[src/rtl/io_ring_pwr_seq.sv]
// IO-ring supply sequencer: ordered power-up/down of N_RAILS pad-ring segments with pg monitoring.
// Optional build macro IO_SEQ_PG_DEBOUNCE_EN adds a 4-sample debounce on synchronised power-good.
module io_ring_pwr_seq #(
  parameter int N_RAILS = 4,
  parameter int DLY_W   = 12,
  parameter int SYNC_ST = 2,
  localparam int IDX_W  = (N_RAILS > 1) ? $clog2(N_RAILS) : 1
) (
  input  logic               clk,
  input  logic               rst_n,
  input  logic               req_on,
  input  logic [DLY_W-1:0]   settle_dly,
  input  logic [DLY_W-1:0]   pg_timeout,
  input  logic [N_RAILS-1:0] rail_pg,
  output logic [N_RAILS-1:0] rail_en,
  output logic               busy,
  output logic               ring_ok,
  output logic               fault,
  output logic [IDX_W-1:0]   fault_idx,
  input  logic               fault_clr
);

  typedef enum logic [2:0] {
    S_OFF, S_UP_EN, S_UP_WAITPG, S_UP_SETTLE, S_ON, S_DN, S_FAULT
  } state_t;

  state_t             state_q, state_d;
  logic [IDX_W-1:0]   idx_q, idx_d;
  logic [DLY_W-1:0]   cnt_q, cnt_d, cnt_inc;
  logic [DLY_W-1:0]   settle_q, settle_d, tmo_q, tmo_d;
  logic [N_RAILS-1:0] en_q, en_d;
  logic               fault_q, fault_d;
  logic [IDX_W-1:0]   fidx_q, fidx_d;

  logic [N_RAILS-1:0] sync_q [SYNC_ST];
  logic [N_RAILS-1:0] pg_s, pg_f, pg_loss;
  logic [IDX_W-1:0]   loss_idx;

  // NOTE: synchroniser flops are plain registers, so they are reset like any other state.
  always_ff @(posedge clk or negedge rst_n) begin
    if (!rst_n) begin
      for (int s = 0; s < SYNC_ST; s++) sync_q[s] <= '0;
    end else begin
      sync_q[0] <= rail_pg;
      for (int s = 1; s < SYNC_ST; s++) sync_q[s] <= sync_q[s-1];
    end
  end

  assign pg_s = sync_q[SYNC_ST-1];

`ifdef IO_SEQ_PG_DEBOUNCE_EN
  logic [N_RAILS-1:0] pg_db;
  logic [1:0]         db_cnt [N_RAILS];

  // A new level is accepted only after four consecutive samples; any toggle back restarts the count.
  always_ff @(posedge clk or negedge rst_n) begin
    if (!rst_n) begin
      pg_db <= '0;
      for (int i = 0; i < N_RAILS; i++) db_cnt[i] <= '0;
    end else begin
      for (int i = 0; i < N_RAILS; i++) begin
        if (pg_s[i] == pg_db[i]) begin
          db_cnt[i] <= '0;
        end else if (db_cnt[i] == 2'd3) begin
          pg_db[i]  <= pg_s[i];
          db_cnt[i] <= '0;
        end else begin
          db_cnt[i] <= db_cnt[i] + 2'd1;
        end
      end
    end
  end

  assign pg_f = pg_db;
`else
  assign pg_f = pg_s;
`endif

  assign pg_loss = en_q & ~pg_f;

  always_comb begin
    loss_idx = '0;
    for (int i = N_RAILS - 1; i >= 0; i--) begin
      if (pg_loss[i]) loss_idx = IDX_W'(i);
    end
  end

  // NOTE: every variable assigned below gets its default first so no latch is inferred.
  always_comb begin
    state_d  = state_q;
    idx_d    = idx_q;
    cnt_d    = cnt_q;
    settle_d = settle_q;
    tmo_d    = tmo_q;
    en_d     = en_q;
    fault_d  = fault_q;
    fidx_d   = fidx_q;
    cnt_inc  = cnt_q + DLY_W'(1);

    case (state_q)
      S_OFF: begin
        en_d = '0;
        if (req_on) begin
          state_d = S_UP_EN;
          idx_d   = '0;
        end
      end
      S_UP_EN: begin
        en_d     = en_q | (N_RAILS'(1) << idx_q);
        cnt_d    = '0;
        settle_d = settle_dly;
        tmo_d    = pg_timeout;
        state_d  = S_UP_WAITPG;
      end
      S_UP_WAITPG: begin
        if (pg_f[idx_q]) begin
          state_d = S_UP_SETTLE;
          cnt_d   = '0;
        end else if (tmo_q != '0 && cnt_inc == tmo_q) begin
          state_d = S_FAULT;
          en_d    = '0;
          fault_d = 1'b1;
          fidx_d  = idx_q;
        end else begin
          cnt_d = cnt_inc;
        end
      end
      S_UP_SETTLE: begin
        if (cnt_q == settle_q) begin
          cnt_d = '0;
          // A dropped request takes effect only once the current step has settled.
          if (!req_on) begin
            state_d  = S_DN;
            en_d     = en_q & ~(N_RAILS'(1) << idx_q);
            settle_d = settle_dly;
          end else if (idx_q == IDX_W'(N_RAILS - 1)) begin
            state_d = S_ON;
          end else begin
            idx_d   = idx_q + IDX_W'(1);
            state_d = S_UP_EN;
          end
        end else begin
          cnt_d = cnt_inc;
        end
      end
      S_ON: begin
        if (|pg_loss) begin
          state_d = S_FAULT;
          en_d    = '0;
          fault_d = 1'b1;
          fidx_d  = loss_idx;
        end else if (!req_on) begin
          state_d  = S_DN;
          idx_d    = IDX_W'(N_RAILS - 1);
          en_d     = en_q & ~(N_RAILS'(1) << (N_RAILS - 1));
          cnt_d    = '0;
          settle_d = settle_dly;
        end
      end
      S_DN: begin
        if (cnt_q == settle_q) begin
          cnt_d = '0;
          if (idx_q == '0) begin
            state_d = S_OFF;
          end else begin
            idx_d    = idx_q - IDX_W'(1);
            en_d     = en_q & ~(N_RAILS'(1) << (idx_q - IDX_W'(1)));
            settle_d = settle_dly;
          end
        end else begin
          cnt_d = cnt_inc;
        end
      end
      S_FAULT: begin
        en_d = '0;
        if (fault_clr) begin
          state_d = S_OFF;
          fault_d = 1'b0;
        end
      end
      default: state_d = S_OFF;
    endcase
  end

  // NOTE: sequential state uses non-blocking assignments so all flops update together.
  always_ff @(posedge clk or negedge rst_n) begin
    if (!rst_n) begin
      state_q  <= S_OFF;
      idx_q    <= '0;
      cnt_q    <= '0;
      settle_q <= '0;
      tmo_q    <= '0;
      en_q     <= '0;
      fault_q  <= 1'b0;
      fidx_q   <= '0;
    end else begin
      state_q  <= state_d;
      idx_q    <= idx_d;
      cnt_q    <= cnt_d;
      settle_q <= settle_d;
      tmo_q    <= tmo_d;
      en_q     <= en_d;
      fault_q  <= fault_d;
      fidx_q   <= fidx_d;
    end
  end

  assign rail_en   = en_q;
  assign fault     = fault_q;
  assign fault_idx = fidx_q;
  assign ring_ok   = (state_q == S_ON);
  assign busy      = !(state_q inside {S_OFF, S_ON, S_FAULT});

endmodule

[config.mk]
export PLATFORM = sky130hd
export DESIGN_NAME = io_ring_pwr_seq
export DESIGN_NICKNAME = d
export VERILOG_FILES = /design/src/rtl/io_ring_pwr_seq.sv
export SDC_FILE = /design/constraint.sdc
export NUM_CORES = 1
export LEC_CHECK = 0
export CAP_MARGIN = 25
export CELL_PAD_IN_SITES_DETAIL_PLACEMENT = 1
export CELL_PAD_IN_SITES_GLOBAL_PLACEMENT = 2
export CORE_ASPECT_RATIO = 0.7
export CORE_MARGIN = 5
export CORE_UTILIZATION = 36
export CTS_CLUSTER_SIZE = 20
export DETAILED_ROUTE_END_ITERATION = 10
export PLACE_DENSITY = 0.83
export RECOVER_POWER = 100
export SYNTH_ARGS = -nofsm -noshare
export SYNTH_HDL_FRONTEND = slang
export SYNTH_SLANG_ARGS = --single-unit
export TNS_END_PERCENT = 30
[constraint.sdc]
create_clock -name clk -period 2.8 [get_ports clk]
set_clock_uncertainty 0.15 [all_clocks]
set_input_delay 0.28 -clock clk [delete_from_list [all_inputs] [get_ports clk]]
set_output_delay 0.28 -clock clk [all_outputs]
set_load 0.02 [all_outputs]
; Word-level counts from Yosys, hierarchy flattened
; Index checks and enable logic that the tools add are counted.
[op_classes]
addsub = 3
n_lt_le_gt_ge = 1
n_eq_ne = 26
shifts = 2
mux = 57
bitwise_logic = 7
reduce_logical = 23
[ops]
columns = operator, count
row1 = $mux W12, 10
row2 = $pmux W12 S4, 2
row3 = $mux W3, 11
row4 = $mux W4, 8
row5 = $mux W2, 15
row6 = $ne A2 B2 Y1 const B, 13
row7 = $eq A12 B12 Y1, 2
row8 = $pmux W4 S6, 1
row9 = $pmux W3 S7, 1
row10 = $reduce_and A8 Y1, 2
row11 = $add A12 B1 Y12 const B, 1
row12 = $and A4 B4 Y4, 3
row13 = $not A4 Y4, 3
row14 = $reduce_bool A12 Y1, 1
row15 = $reduce_bool A4 Y1, 3
row16 = $reduce_and A5 Y1, 2
row17 = $eq A3 B3 Y1 const B, 3
row18 = $reduce_and A9 Y1, 1
row19 = $pmux W2 S4, 1
row20 = $reduce_and A4 Y1, 2
row21 = $shl A1 B2 Y4 const A, 2
row22 = $reduce_and A7 Y1, 1
row23 = $eq A3 B2 Y1 const B, 2
row24 = $ne A3 B3 Y1 const B, 2
row25 = 21 further kinds, 27
[totals]
register_bits = 56
inputBits = 32
output_inout_bits = 9
word_cells = 130

; Logic depth before layout (Yosys ltp)
; Gate-level depths: netlist of run 1.
[logic_depth]
word_depth = 8
ltp_mapped = 10
mapped_depth_nobuf = 9

; Worst setup path after synthesis of run 1
; OpenSTA, ideal clock, no wires.
[synth_path]
kind = register to register
startpoint = register cnt_q[0]
endpoint = register cnt_q[11]
setup_ns = 0.126
t_arrival_ns = 2.228
required_time_ns = 2.524
path_slack_ns = 0.296
stages_incl_launch_ff = 9
n_path_buf = 0
period_less_slack_ns = 2.504
path_cell_list = dfrtp_1 ha_1 and2_1 nand2_1 a2111oi_2 o2111ai_2 nor2_4 nand2_2 a221o_1
[synth_between]
elab_chain_cells = 5
word_cells_on_any_way = 10
classes_between = 1 x add/sub / 3 x eq/ne / 4 x mux / 2 x reduce/logical
[synth_lines]
columns = item, line
row1 = "start, declared", 29  ; logic [DLY_W-1:0] cnt_q, cnt_d, cnt_inc;
row2 = "start signal, assigned", 199  ; cnt_q <= cnt_d;
row3 = $add A12 B1 Y12, 98  ; cnt_inc = cnt_q + DLY_W'(1);
row4 = $eq A12 B12 Y1, 119  ; end else if (tmo_q != '0 && cnt_inc == tmo_q) begin
row5 = $logic_and A1 B1 Y1, 119
row6 = $ne A3 B3 Y1 (no source line), --
row7 = $reduce_and A4 Y1 (no source line), --
; Parallel ways exist; a longest one is shown, timed or not. The select of a mux whose other input is x is not followed.
; A chain may end at the register's enable or synchronous reset.

; Worst setup path in the final report of run 1
[layout_path]
startpoint = register cnt_q[1]
endpoint = register cnt_q[7]
; The elaborated chain is that of the path after synthesis.

==> metrics.txt, run 1 <==
initial cell density of the core 36.55%; asr flop ratio synth 100.0%; Peak VDD IR 0.4301 mV; Final Hold Vio Count 0; Synth Cell Area 3512 um2; Final Setup Violations 0; cell row count 30; Worst Max-Slew Pin Slew 1381 ps; Sw Ratio 41.86%; via count 2864; vias in the first global route 2953; Chip Width 128.1 um; Max Clock Freq 377.3 MHz; ANT cells 0; clock buffer count from CTS 5; clock power share 14.0%; top cell type's share of synthesized area 39.90%; PortBufs 40; global-route wire length before repair 16590 um; Worst Setup SP cnt_q[1]$_DFFE_PN0P_; Max-slew headroom 7.934%; count leader, synth dfrtp_1; Syn Area/Cell 10.01 um2; initial antenna violation count 0; gr usage total 17.74%; GPL Wtd Cong 0.8449; Max-Cap Viols 0; Die Ht 92.64 um; root buf cell clkbuf_16; Leak 1.819 nW; post-synthesis cell type count 62; ys flop type dfrtp_1; IO Pins 41; status finished clean; critical path launch point type flop; nets@finish 445; kind of critical path flop to flop; total power 4.526 mW; Post-Synthesis Cells 351; Min-Delay Path Depth 0; layout cell share with drive strength beyond 1 21.13%; clock slew at reported path FFs 80 ps; Critical Path AT 2690 ps; FF-to-FF Start cnt_q[1]$_DFFE_PN0P_; logic gate share of total power 55.5%; remaining antenna violation count 0; clk_lat worst skew 300 ps; # hold bufs at CTS 0; Synth warnings 0; Reg2Reg Depth 8; post-synthesis register bit count 56; Via-to-Cell Ratio 5.353; Post-synth EDFFs 0; commonest cells in the netlist dfrtp_1 (56), nand2_1 (26), nor2_1 (23); period utilization 94.66%; clock sink count 56; Core ar. 9609 um2; First-pass DRT Iterations 4; H-tree levels 2; Routed WL 10030 um; routed len/inst 18.74 um; Hold Crit Start sync_q[6]$_DFF_PN0_; Post-DP HPWL 7742 um; Critical Path Sink Type flop; minimum clock period 2651 ps; DRC Markers 0; switching power 1.894 mW; Seq/Total Area, Yosys 39.90%; unrepaired setup endpoints after global routing yes; CTS tree built; CTS max path bufs 2; Overflow after GRT 0; DR iter-0 viols 119; maximum fanout along the worst path 6; worst hold slack 199.9 ps; power per cell area 1033 nW/um2; Syn Nets 390; Critical Path RT 2840 ps; leading post-synthesis cells by cell area dfrtp_1 (40%), mux2_2 (5.5%), xor2_1 (5.0%), mux2_4 (4.3%), a21oi_1 (3.0%); Final Max Slew Viols 0; cell taking the most area after synthesis dfrtp_1; Hold Path Class flop to flop; area grow syn2layout 24.76%; Internal 2.631 mW; largest net degree at the start of global routing 57; die area 11860 um2; Sequential Power Share 30.5%
flip-flops by register name, indices dropped and copies added (netlist names):
name	cells
cnt_q	12
settle_q	12
tmo_q	12
pg_f	4
rail_en	4
sync_q	4
state_q	3
fault_idx	2
idx_q	2
fault	1
final cells by class:
type,instances,area (um2)
clock buffers,6,128.9
inverters,14,52.55
flip-flops and latches,56,1406
repair buffers,70,644.4
fillers,1094,5228
well taps,128,160.2
clock inverters,2,13.76
multi-input cells,259,1976
power groups by stage:
stage | logic (mW) | registers, mW | clock network, mW
after detailed placement | 2.50 | 1.39 | 0
after global placement | 2.46 | 1.38 | 0
after CTS | 2.51 | 1.38 | 0.650
final | 2.51 | 1.38 | 0.633
after global routing | 2.73 | 1.41 | 0.694
after floorplan | 1.62 | 1.34 | 0
cell families after synthesis:
family | after synthesis | synth area share [%]
flops | 56 | 39.90
compound gates | 80 | 17.28
mux | 32 | 11.19
fa+ha+maj | 7 | 2.494
buf+inv | 36 | 4.773
simple gates | 112 | 17.39
xor+xnor | 28 | 6.983
what timing repair did:
| action | in CTS | in global routing |
|---|---|---|
| setup buffers | 1 | 1 |
| pin swaps | 1 | 2 |
| hold endpoints to repair | 0 | 0 |
| setup endpoints to repair | 10 | 17 |
| resized for setup | 1 | 9 |
per-stage QoR:
stage	setup WS, ps	area (um2)	utilization [%]	cells	TNS [ps]
2_1_floorplan	295.9	3512	-	351	0
3_3_place_gp	95.14	4200	43.71	525	0
3_5_place_dp	-25.38	4200	43.71	525	-93.60
4_1_cts	36.79	4352	45.29	534	0
5_1_grt	3.817	4382	45.60	535	0
6_report	149.4	4382	45.60	535	0
layer usage:
layer | global-route usage (%) | part of all wire, % | vias up | wire, um
li1 | - | - | 1372 | -
met1 | 27.91 | 52 | 1424 | 5223
met2 | 24.78 | 41 | 62 | 4135
met3 | 3.631 | 5.9 | 6 | 588
met4 | 3.445 | 0.78 | 0 | 78
met5 | 0 | 0 | - | 0
final timing paths:
path | slack [ps] | to
hold reg to reg | 200 | pg_f[2]$_DFF_PN0_
min in group asynchronous | 230 | cnt_q[11]$_DFFE_PN0P_
hold / removal | 200 | pg_f[2]$_DFF_PN0_
setup reg to reg | 150 | cnt_q[7]$_DFFE_PN0P_
max in group asynchronous | 1360 | cnt_q[5]$_DFFE_PN0P_
setup / recovery | 150 | cnt_q[7]$_DFFE_PN0P_
worst max-delay path, stage by stage, from the launching register on:
cell and delay, ps:
dfrtp_1 400, ha_2 360, xnor2_1 120, nand2_1 120, a2111oi_4 390, o2111ai_4 230
nor2_4 260, nand2_2 160, a221o_1 360
cell usage in the layout, fill, tap and decap left out, types with 6 or more instances in the layout:
cell / n
mux2_2: 17
a21oi_1: 21
nor3_1: 8
o21ai_0: 10
nand3_1: 9
o21ai_1: 6
nand2b_1: 6
nand2_1: 26
dfrtp_1: 52
nor2_1: 23
xor2_1: 20
nor4_1: 6
nor2b_1: 8
dlygate4sd3_1: 13
buf_4: 23
mux2_4: 10
inv_1: 14
ha_1: 6
a221o_1: 10
xnor2_1: 8
clkdlybuf4s50_1: 26
Note: power is estimated with default switching activity, not from simulation.
==> run 2: changes to the inputs <==
--- a/config.mk
+++ b/config.mk
@@ -11,9 +11,11 @@
 export CORE_ASPECT_RATIO = 0.7
 export CORE_MARGIN = 5
 export CORE_UTILIZATION = 36
+export CTS_CLUSTER_DIAMETER = 30
 export CTS_CLUSTER_SIZE = 20
 export DETAILED_ROUTE_END_ITERATION = 10
-export PLACE_DENSITY = 0.83
+export HOLD_SLACK_MARGIN = 0.12
+export PLACE_DENSITY = 0.87
 export RECOVER_POWER = 100
 export SYNTH_ARGS = -nofsm -noshare
 export SYNTH_HDL_FRONTEND = slang
==> run 2 against run 1 <==
  * Cell area is 0.54% lower
  * Worst setup slack got worse by 26 ps
  * Non-clock buffer count fell by 1
  * Fmax is 0.98% lower
  * Clock power grew 1%
  * Routed wire length up 0.60%
  * Die area stayed put
  * Sequential cell count unchanged
  * Power down 2.0%
  * Critical path type unchanged
  * Critical endpoint is now cnt_q[3]$_DFFE_PN0P_
  * Largest cell class unchanged
  * Highest routed layer unchanged
==> metrics.txt, run 2 (same netlist as run 1, synthesis figures left out) <==
Chip Width 128.1 um (unchanged); period utilization 95.60% (was 94.66%); Critical Path RT 2820 ps (was 2840 ps); clock slew at reported path FFs 70 ps (was 80 ps); vias in the first global route 3038 (was 2953); most common cell after layout, fill and taps aside dfrtp_1 (unchanged); cell row count 30 (unchanged); Reg2Reg Setup Slack 120 ps (was 150 ps); Critical Path Sink Type flop (unchanged); die area 11860 um2 (unchanged); CP max stage cell dfrtp_1 (unchanged); area grow syn2layout 24.08% (was 24.76%); initial cell density of the core 36.55% (unchanged); gr usage total 17.60% (was 17.74%); Final Setup Violations 0 (unchanged); maximum fanout along the worst path 6 (unchanged); Max-Cap Viols 0 (unchanged); post-route cell area 4358 um2 (was 4382 um2); kind of critical path flop to flop (unchanged); critical path launch point type flop (unchanged); global-route wire length before repair 16470 um (was 16590 um); ANT cells 0 (unchanged); met2 Use GR 26.66% (was 24.78%); routed len/inst 18.89 um (was 18.74 um); clk_lat worst skew 300 ps (about the same); Overflow after GRT 0 (unchanged); initial antenna violation count 0 (unchanged); Worst Max-Slew Pin Slew 1415 ps (was 1381 ps); commonest cells after routing, fill and taps aside dfrtp_1 (50), nand2_1 (26), clkdlybuf4s50_1 (26), nor2_1 (23), buf_4 (22) (was dfrtp_1 (52), nand2_1 (26), clkdlybuf4s50_1 (26), nor2_1 (23), buf_4 (23)); Post-DP HPWL 7650 um (was 7742 um); Max-slew headroom 5.685% (was 7.934%); DR iter-0 viols 199 (was 119); status finished clean (unchanged); GR Util met3 3.170% (was 3.631%); Core ar. 9609 um2 (unchanged); Die Ht 92.64 um (unchanged); power per cell area 1017 nW/um2 (was 1033 nW/um2); via count 2900 (was 2864); Peak VDD IR 0.4816 mV (was 0.4301 mV); IO Pins 41 (unchanged); total power 4.433 mW (was 4.526 mW); Hold Path Class flop to flop (unchanged); largest net degree at the start of global routing 57 (unchanged); Routed WL 10090 um (was 10030 um); nets@finish 444 (was 445); remaining antenna violation count 0 (unchanged); area of placed instances 4165 um2 (was 4200 um2); minimum clock period 2677 ps (was 2651 ps); First-pass DRT Iterations 4 (unchanged); H-tree levels 2 (unchanged); Final Max Slew Viols 0 (unchanged); met1 usage 26.24% (was 27.91%); clock buffer count from CTS 5 (unchanged); layout cell share with drive strength beyond 1 20.94% (was 21.13%); GPL Wtd Cong 0.8971 (was 0.8449); Critical Path AT 2700 ps (was 2690 ps); Final Hold Vio Count 0 (unchanged); CP Cell Sequence buf_4 > and3_4 > a31o_1 > a2111oi_2 > o2111ai_2 > nor2_4 > nand2_2 > a221o_1 (was ha_2 > xnor2_1 > nand2_1 > a2111oi_4 > o2111ai_4 > nor2_4 > nand2_2 > a221o_1); Via-to-Cell Ratio 5.431 (was 5.353); Buf/Inv on CP 1 (was 0); cell family with most CP delay compound AO/OA/AOI/OAI gates (unchanged); clock sink count 56 (unchanged); Most Crowded Layer GR met2 (was met1); root buf cell clkbuf_16 (unchanged); Leak 1.818 nW (was 1.819 nW); unrepaired setup endpoints after global routing no (was yes); DRC Markers 0 (unchanged); CTS tree built (unchanged); CTS max path bufs 2 (unchanged); PortBufs 40 (unchanged); Max Clock Freq 373.6 MHz (was 377.3 MHz); biggest regs cnt_q (12), settle_q (12), tmo_q (12) (unchanged); peak per-stage delay on the critical path 400 ps (about the same)
==> run 2: stage by stage <==
step / util (%) / instances / setup slack (ps) / hold slack (ps) / setup TNS, ps
final: 45.35 / 534 / 123.1 / 202.1 / 0
after global routing: 45.35 / 534 / 4.059 / 208.3 / 0
after CTS: 44.97 / 531 / 20.42 / 204.8 / 0
after detailed placement: 43.35 / 522 / -8.514 / 187.8 / -15.34
after global placement: 43.35 / 522 / 64.40 / 181.1 / 0
after floorplan: - / 351 / 295.9 / -165.6 / 0
==> run 2: layer usage <==
layer / up-vias / routed length, um / share of wire (%)
li1: 1373 / - / -
met1: 1452 / 4977 / 49
met2: 68 / 4513 / 45
met3: 7 / 480 / 4.8
met4: 0 / 114 / 1.1
met5: - / 0 / 0
==> run 2: what timing repair did <==
item | 4_1_cts | 5_1_grt
hold buffers | 1 | 0
pin swaps | 0 | 3
endpoints found under the setup margin | 7 | 29
setup buffers | 0 | 3
resized for setup | 1 | 11
hold endpoints to repair | 56 | 0
==> run 2: worst paths after layout <==
| check | start | endpoint | depth (start not counted) |
|---|---|---|---|
| max in group asynchronous | rst_n | cnt_q[4]$_DFFE_PN0P_ | 3 |
| min in group asynchronous | rst_n | tmo_q[4]$_DFFE_PN0P_ | 3 |
| hold / removal | sync_q[7]$_DFF_PN0_ | pg_f[3]$_DFF_PN0_ | 0 |
| hold reg to reg | sync_q[7]$_DFF_PN0_ | pg_f[3]$_DFF_PN0_ | 0 |
| setup / recovery | cnt_q[0]$_DFFE_PN0P_ | cnt_q[3]$_DFFE_PN0P_ | 8 |
| setup reg to reg | cnt_q[0]$_DFFE_PN0P_ | cnt_q[3]$_DFFE_PN0P_ | 8 |
==> run 2: power breakdown <==
| group | switching [mW] | internal, mW | total [mW] |
|---|---|---|---|
| logic | 1.25 | 1.15 | 2.40 |
| clock network | 0.305 | 0.335 | 0.640 |
| registers | 0.306 | 1.09 | 1.39 |
| total | 1.86 | 2.57 | 4.43 |
==> run 2: cell type report <==
cell class / instances / area [um2]
Clock inverter: 2 / 16.27
Sequential cell: 56 / 1409
Multi-Input combinational cell: 259 / 1981
Tap cell: 128 / 160.2
Fill cell: 1100 / 5251
Inverter: 14 / 52.55
Timing Repair Buffer: 69 / 610.6
Clock buffer: 6 / 128.9
==> RTL change 1: new RTL, settings of run 1 <==
Register the outputs `busy` and `ring_ok`, cleared by the reset; this adds one clock of latency there. The other outputs are not delayed to match.
--- a/src/rtl/io_ring_pwr_seq.sv
+++ b/src/rtl/io_ring_pwr_seq.sv
@@ -208,8 +208,15 @@
   assign rail_en   = en_q;
   assign fault     = fault_q;
   assign fault_idx = fidx_q;
-  assign ring_ok   = (state_q == S_ON);
-  assign busy      = !(state_q inside {S_OFF, S_ON, S_FAULT});
+  always_ff @(posedge clk or negedge rst_n) begin
+    if (!rst_n) begin
+      busy    <= '0;
+      ring_ok <= '0;
+    end else begin
+      busy    <= !(state_q inside {S_OFF, S_ON, S_FAULT});
+      ring_ok <= (state_q == S_ON);
+    end
+  end
 
 endmodule
 
Function: changed (Yosys sat finds a counterexample within 4 cycles, from zero or initial values and one cycle with rst_n low).
==> RTL change 1 against run 1 <==
The run now ends with capacitance limit, slew limit left. Routed wire length up 18%. Fmax down 5.2%. Sequential cell count up 2. Global-route usage up 2.8 points. Final area up 8.3%. Synthesized cell count down 2.3%. Synthesized area up 0.93%. Setup slack worse by 0.15 ns. Sequential share of layout area down 1.5 points. Via count up 9.7%. Total power up 14%. Clock power up 110%.
==> RTL change 1: results (changes against run 1) <==
stage,metric,value,unit,change
global_route,grt_pass1_vias,3391,,was 2953
synth,synth_compound_area_frac,0.149,,was 0.173
synth,synth_cells,343,,was 351
critical_path,r2r_end,rail_en[1]$_DFFE_PN0P_,,was cnt_q[7]$_DFFE_PN0P_
status,violations,"capacitance limit, slew limit",,
clock_network,htree_levels,3,,was 2
final_layout,final_nets,463,,was 445
sta,finalHoldWorstSlack,0.193,ns,was 0.200 ns
pwr,p_seq_frac,0.284,,was 0.305
final_layout,final_layout_size_suffix_gt1_frac,0.278,,was 0.211
clock_network,path_clk_slew,0.06,ns,was 0.08 ns
placed_design,pre_cts_ws,-0.0767,ns,was -0.0254 ns
sta,fmax,357,MHz,was 377 MHz
critical_path,crit_family,simple AND/OR/NAND/NOR gates,,was compound AO/OA/AOI/OAI gates
clock_network,clk_latency,0.34,ns,was 0.30 ns
clock_network,cts.repair.resized,3,,was 1
placed_design,placed_cell_area,0.00435,mm2,was 0.00420 mm2
clock_network,cts_hold_buf,1,,was 0
placed_design,gp_congestion,0.869,,was 0.845
pwr,fin_total_pwr,5.15,mW,was 4.53 mW
synth,synthXorXnorAreaFrac,0.0667,,was 0.0698
global_route,grt_first_pass_wirelength,18800,um,was 16600 um
clock_network,numCtsBuffers,9,,was 5
worst_hold_path,hp-start,sync_q[4]$_DFF_PN0_,,was sync_q[6]$_DFF_PN0_
status,status,"complete, but fails checks",,"was complete, no violations"
critical_path,slowest_delay,0.42,ns,was 0.40 ns
critical_path,rrSetupSlack,0.003,ns,was 0.15 ns
run,cap_viol_max_count,1,,was 0
final_layout,fin_cells,556,,was 535
pwr,p_leak,2.06,nW,was 1.82 nW
synth,ys_seq_area_frac,0.409,,was 0.399
sta,slew_viol_final,32,,was 0
critical_path,arrival,2.87,ns,was 2.69 ns
placed_design,dpl.cell_count,538,,was 525
critical_path,critPathMaxFanout,5,,was 6
pwr,clock_power,1.30,mW,was 0.633 mW
worst_hold_path,worst_hold_path.endpoint,pg_f[0]$_DFF_PN0_,,was pg_f[2]$_DFF_PN0_
synth,syn_nets,383,,was 390
synth,synth_fa_ha_area_frac,0.0282,,was 0.0249
global_route,grt_max_degree,32,,was 57
final_layout,fillers,1057,,was 1094
sta,slew_headroom,-0.104,,was 0.0793
pwr,max-vdd-ir-drop,0.478,mV,was 0.430 mV
synth,synth_commonest_cells,"58 x dfrtp_1, 28 x mux2_2, 24 x o21ai_0",,"was 56 x dfrtp_1, 26 x nand2_1, 23 x nor2_1"
RTL change 1: layout make-up:
type | instances | area [um2] | area share
clock buffer | 10 | 229 | 0.0483
clock inverter | 6 | 114 | 0.0240
inverter | 11 | 41.3 | 0.00870
tap | 128 | 160 | 0.0338
sequential | 58 | 1450 | 0.306
multi-input combinational | 251 | 1960 | 0.414
timing repair buffer | 92 | 787 | 0.166
RTL change 1: cell families (layout without fill, tap and decap cells):
family          count (synthesis)  count (layout)
fa+ha+maj                       8               8
xor+xnor                       27              27
simple gates                  107             107
compound gates                 76              76
mux                            33              33
flops                          58              58
buf+inv                        34             119
RTL change 1: routing by layer:
layer  GRT usage  wire length, um  vias to the layer above
met4      0.0472              140                        0
met5           0                0                        -
met3      0.0542              849                       15
li1            -                -                     1421
met2       0.314             5300                      104
met1       0.291             5550                     1601
==> RTL change 2: new RTL, settings of run 1 <==
Without the edit above. Add a define of `IO_SEQ_PG_DEBOUNCE_EN`.
--- a/src/rtl/io_ring_pwr_seq.sv
+++ b/src/rtl/io_ring_pwr_seq.sv
@@ -1,5 +1,7 @@
 // IO-ring supply sequencer: ordered power-up/down of N_RAILS pad-ring segments with pg monitoring.
 // Optional build macro IO_SEQ_PG_DEBOUNCE_EN adds a 4-sample debounce on synchronised power-good.
+`define IO_SEQ_PG_DEBOUNCE_EN
+
 module io_ring_pwr_seq #(
   parameter int N_RAILS = 4,
   parameter int DLY_W   = 12,
Behaviour: not the same (a bounded check fails within 4 cycles, from zero or initial values and one cycle with rst_n low).
==> RTL change 2 against run 1 <==
The run now ends with capacitance limit, slew limit left. Critical endpoint is now rail_en[2]$_DFFE_PN0P_. Sequential cell count up 12. Via count grew 8.6%. Routed wire length up 7.2%. Setup slack worse by 0.035 ns. Critical path type unchanged. Total power is 20% higher. Sequential share of layout area is 2.8 points higher. Final area grew 11%. Non-clock buffer count is 10 lower. Count of clock-buffer cells in the layout increased by 4. Global-route usage down 0.64 points. Synthesized area grew 13%.
==> RTL change 2: results (changes against run 1) <==
stage,metric,value,unit,change
status,status,"complete, but fails checks",,"was complete, no violations"
status,violations,"capacitance limit, slew limit",,
worst_hold_path,worst_hold_path.endpoint,pg_s[1]$_DFF_PN0_,,was pg_f[2]$_DFF_PN0_
synth,synthMuxAreaShare,0.113,,was 0.112
sta,slew_headroom,-0.123,,was 0.0793
clock_network,path_clk_slew,0.06,ns,was 0.08 ns
critical_path,r2r_start,cnt_q[0]$_DFFE_PN0P_,,was cnt_q[1]$_DFFE_PN0P_
run,cap_viol_max_count,1,,was 0
critical_path,critPathMaxFanout,4,,was 6
global_route,grt_pass1_vias,3357,,was 2953
routing,num_vias,3109,,was 2864
final_layout,final_nets,476,,was 445
synth,synth.area.top_cells,"dfrtp_1 43%, mux2_2 5.7%, mux2_4 3.8%, xnor2_1 3.7%, xor2_1 3.7%",,"was dfrtp_1 40%, mux2_2 5.5%, xor2_1 5.0%, mux2_4 4.3%, a21oi_1 3.0%"
pwr,sw_frac_of_total,0.410,,was 0.419
synth,synth_fa_ha_area_frac,0.0346,,was 0.0249
placed_design,gp_congestion,0.868,,was 0.845
global_route,grt_first_pass_wirelength,17900,um,was 16600 um
synth,syn_nets,425,,was 390
pwr,p_comb,2.48,mW,
pwr,clock_power,1.17,mW,was 0.633 mW
synth,synthDistinctLibCells,53,,was 62
pwr,max-vdd-ir-drop,0.357,mV,was 0.430 mV
clock_network,clk_latency,0.33,ns,was 0.30 ns
final_layout,antenna-diode-count,0,,unchanged
critical_path,slowest_delay,0.39,ns,
global_route,grt_max_degree,42,,was 57
critical_path,arrival,2.73,ns,was 2.69 ns
clock_network,htree_levels,3,,was 2
pwr,p_leak,2.08,nW,was 1.82 nW
sta,slew_viol_final,28,,was 0
worst_hold_path,hp-start,sync_q[5]$_DFF_PN0_,,was sync_q[6]$_DFF_PN0_
routing,drt_iter0_markers,231,,was 119
global_route,grtUsageTotal,0.171,,was 0.177
critical_path,rrSetupSlack,0.11,ns,was 0.15 ns
final_layout,final_layout_size_suffix_gt1_frac,0.167,,was 0.211
synth,synthXorXnorAreaFrac,0.0750,,was 0.0698
clock_network,numCtsBuffers,9,,was 5
synth,synth_commonest_cells,"68 x dfrtp_1, 31 x nand2_1, 21 x a21oi_1",,"was 56 x dfrtp_1, 26 x nand2_1, 23 x nor2_1"
pwr,fin_total_pwr,5.41,mW,was 4.53 mW
routing,drt-pass1-iter-count,4,,unchanged
critical_path,crit_slowest_cell,dfrtp_1,,unchanged
critical_path,r2r_end,rail_en[2]$_DFFE_PN0P_,,was cnt_q[7]$_DFFE_PN0P_
placed_design,dp_hpwl,8050,um,was 7740 um
routing,post_drt_wl_per_cell,18.2,um,was 18.7 um
synth,synth_compound_area_frac,0.136,,was 0.173
synth,ys_seq_area_frac,0.428,,was 0.399
placed_design,pre_cts_ws,-0.0787,ns,was -0.0254 ns
worst_hold_path,hp-class,flop to flop,,unchanged
placed_design,placed_cell_area,0.00460,mm2,was 0.00420 mm2
==> RTL change 2: cell types whose count changed in the layout (fill, tap and decap cells not counted), sizes merged, moves of 9 or more <==
cell / before / now
a221o: 10 / 0
a31oi: 2 / 17
buf: 27 / 17
dfrtp: 56 / 68
nor2: 24 / 14
xnor2: 8 / 17
==> RTL change 2: final cells by class <==
| class | instances | area [um2] |
|---|---|---|
| clock inverter | 6 | 70.1 |
| fill | 1247 | 6010 |
| clock buffer | 10 | 239 |
| tap | 153 | 191 |
| sequential | 68 | 1700 |
| inverter | 19 | 71.3 |
| multi-input combinational | 275 | 2050 |
| timing repair buffer | 60 | 556 |
==> RTL change 2: how the worst max path moves through the flow <==
stage / cells after the start / to / slack, ns
global placement: 7 / cnt_q[7]$_DFFE_PN0P_ / 0.10
CTS: 7 / fault_idx[1]$_DFFE_PN0P_ / 0.05
finish: 8 / rail_en[2]$_DFFE_PN0P_ / 0.11
floorplan: 8 / fault_idx[0]$_DFFE_PN0P_ / 0.19
global route: 7 / rail_en[2]$_DFFE_PN0P_ / 0.008
detailed placement: 7 / cnt_q[1]$_DFFE_PN0P_ / -0.08
==> RTL change 2: logic make-up after synthesis <==
kind of cell | Yosys count
xor gates and xnor gates | 34
buffers and inverters | 39
and+or+nand+nor | 108
AOI/OAI and AO/OA | 86
adders and majority gates | 11
DFF | 68
muxes | 36
==> RTL change 2: timing repair <==
action / CTS / global route
hold endpoints to repair: 27 / 0
setup endpoints to repair: 10 / 19
buffers inserted: 0 / 0
gates cloned: 0 / 0
resized for setup: 1 / 3
hold buffers: 1 / 0
==> RTL change 2: worst max-delay path: cells and delay by family (launching register included) <==
kind / cells / cell delay (ns)
AO/OA/AOI/OAI: 2 / 0.49
flip-flops: 1 / 0.39
multiplexers: 1 / 0.38
adder cells (fa/ha/maj): 1 / 0.26
AND/OR/NAND/NOR: 4 / 0.88
==> RTL change 2: metrics by stage <==
| step | hold WS, ns | cells | setup TNS (ns) | util |
|---|---|---|---|---|
| 3_3_place_gp | 0.184 | 574 | 0 | 0.423 |
| 6_report | 0.199 | 591 | 0 | 0.449 |
| 4_1_cts | 0.204 | 591 | 0 | 0.452 |
| 3_5_place_dp | 0.187 | 574 | -0.404 | 0.423 |
| 2_1_floorplan | -0.166 | 382 | 0 | - |
| 5_1_grt | 0.208 | 591 | 0 | 0.449 |
==> RTL change 2: metal layers <==
layer	part of all wire	GRT usage
met1	0.51	0.259
met2	0.42	0.239
met3	0.051	0.0422
met4	0.013	0.0542
met5	0	0
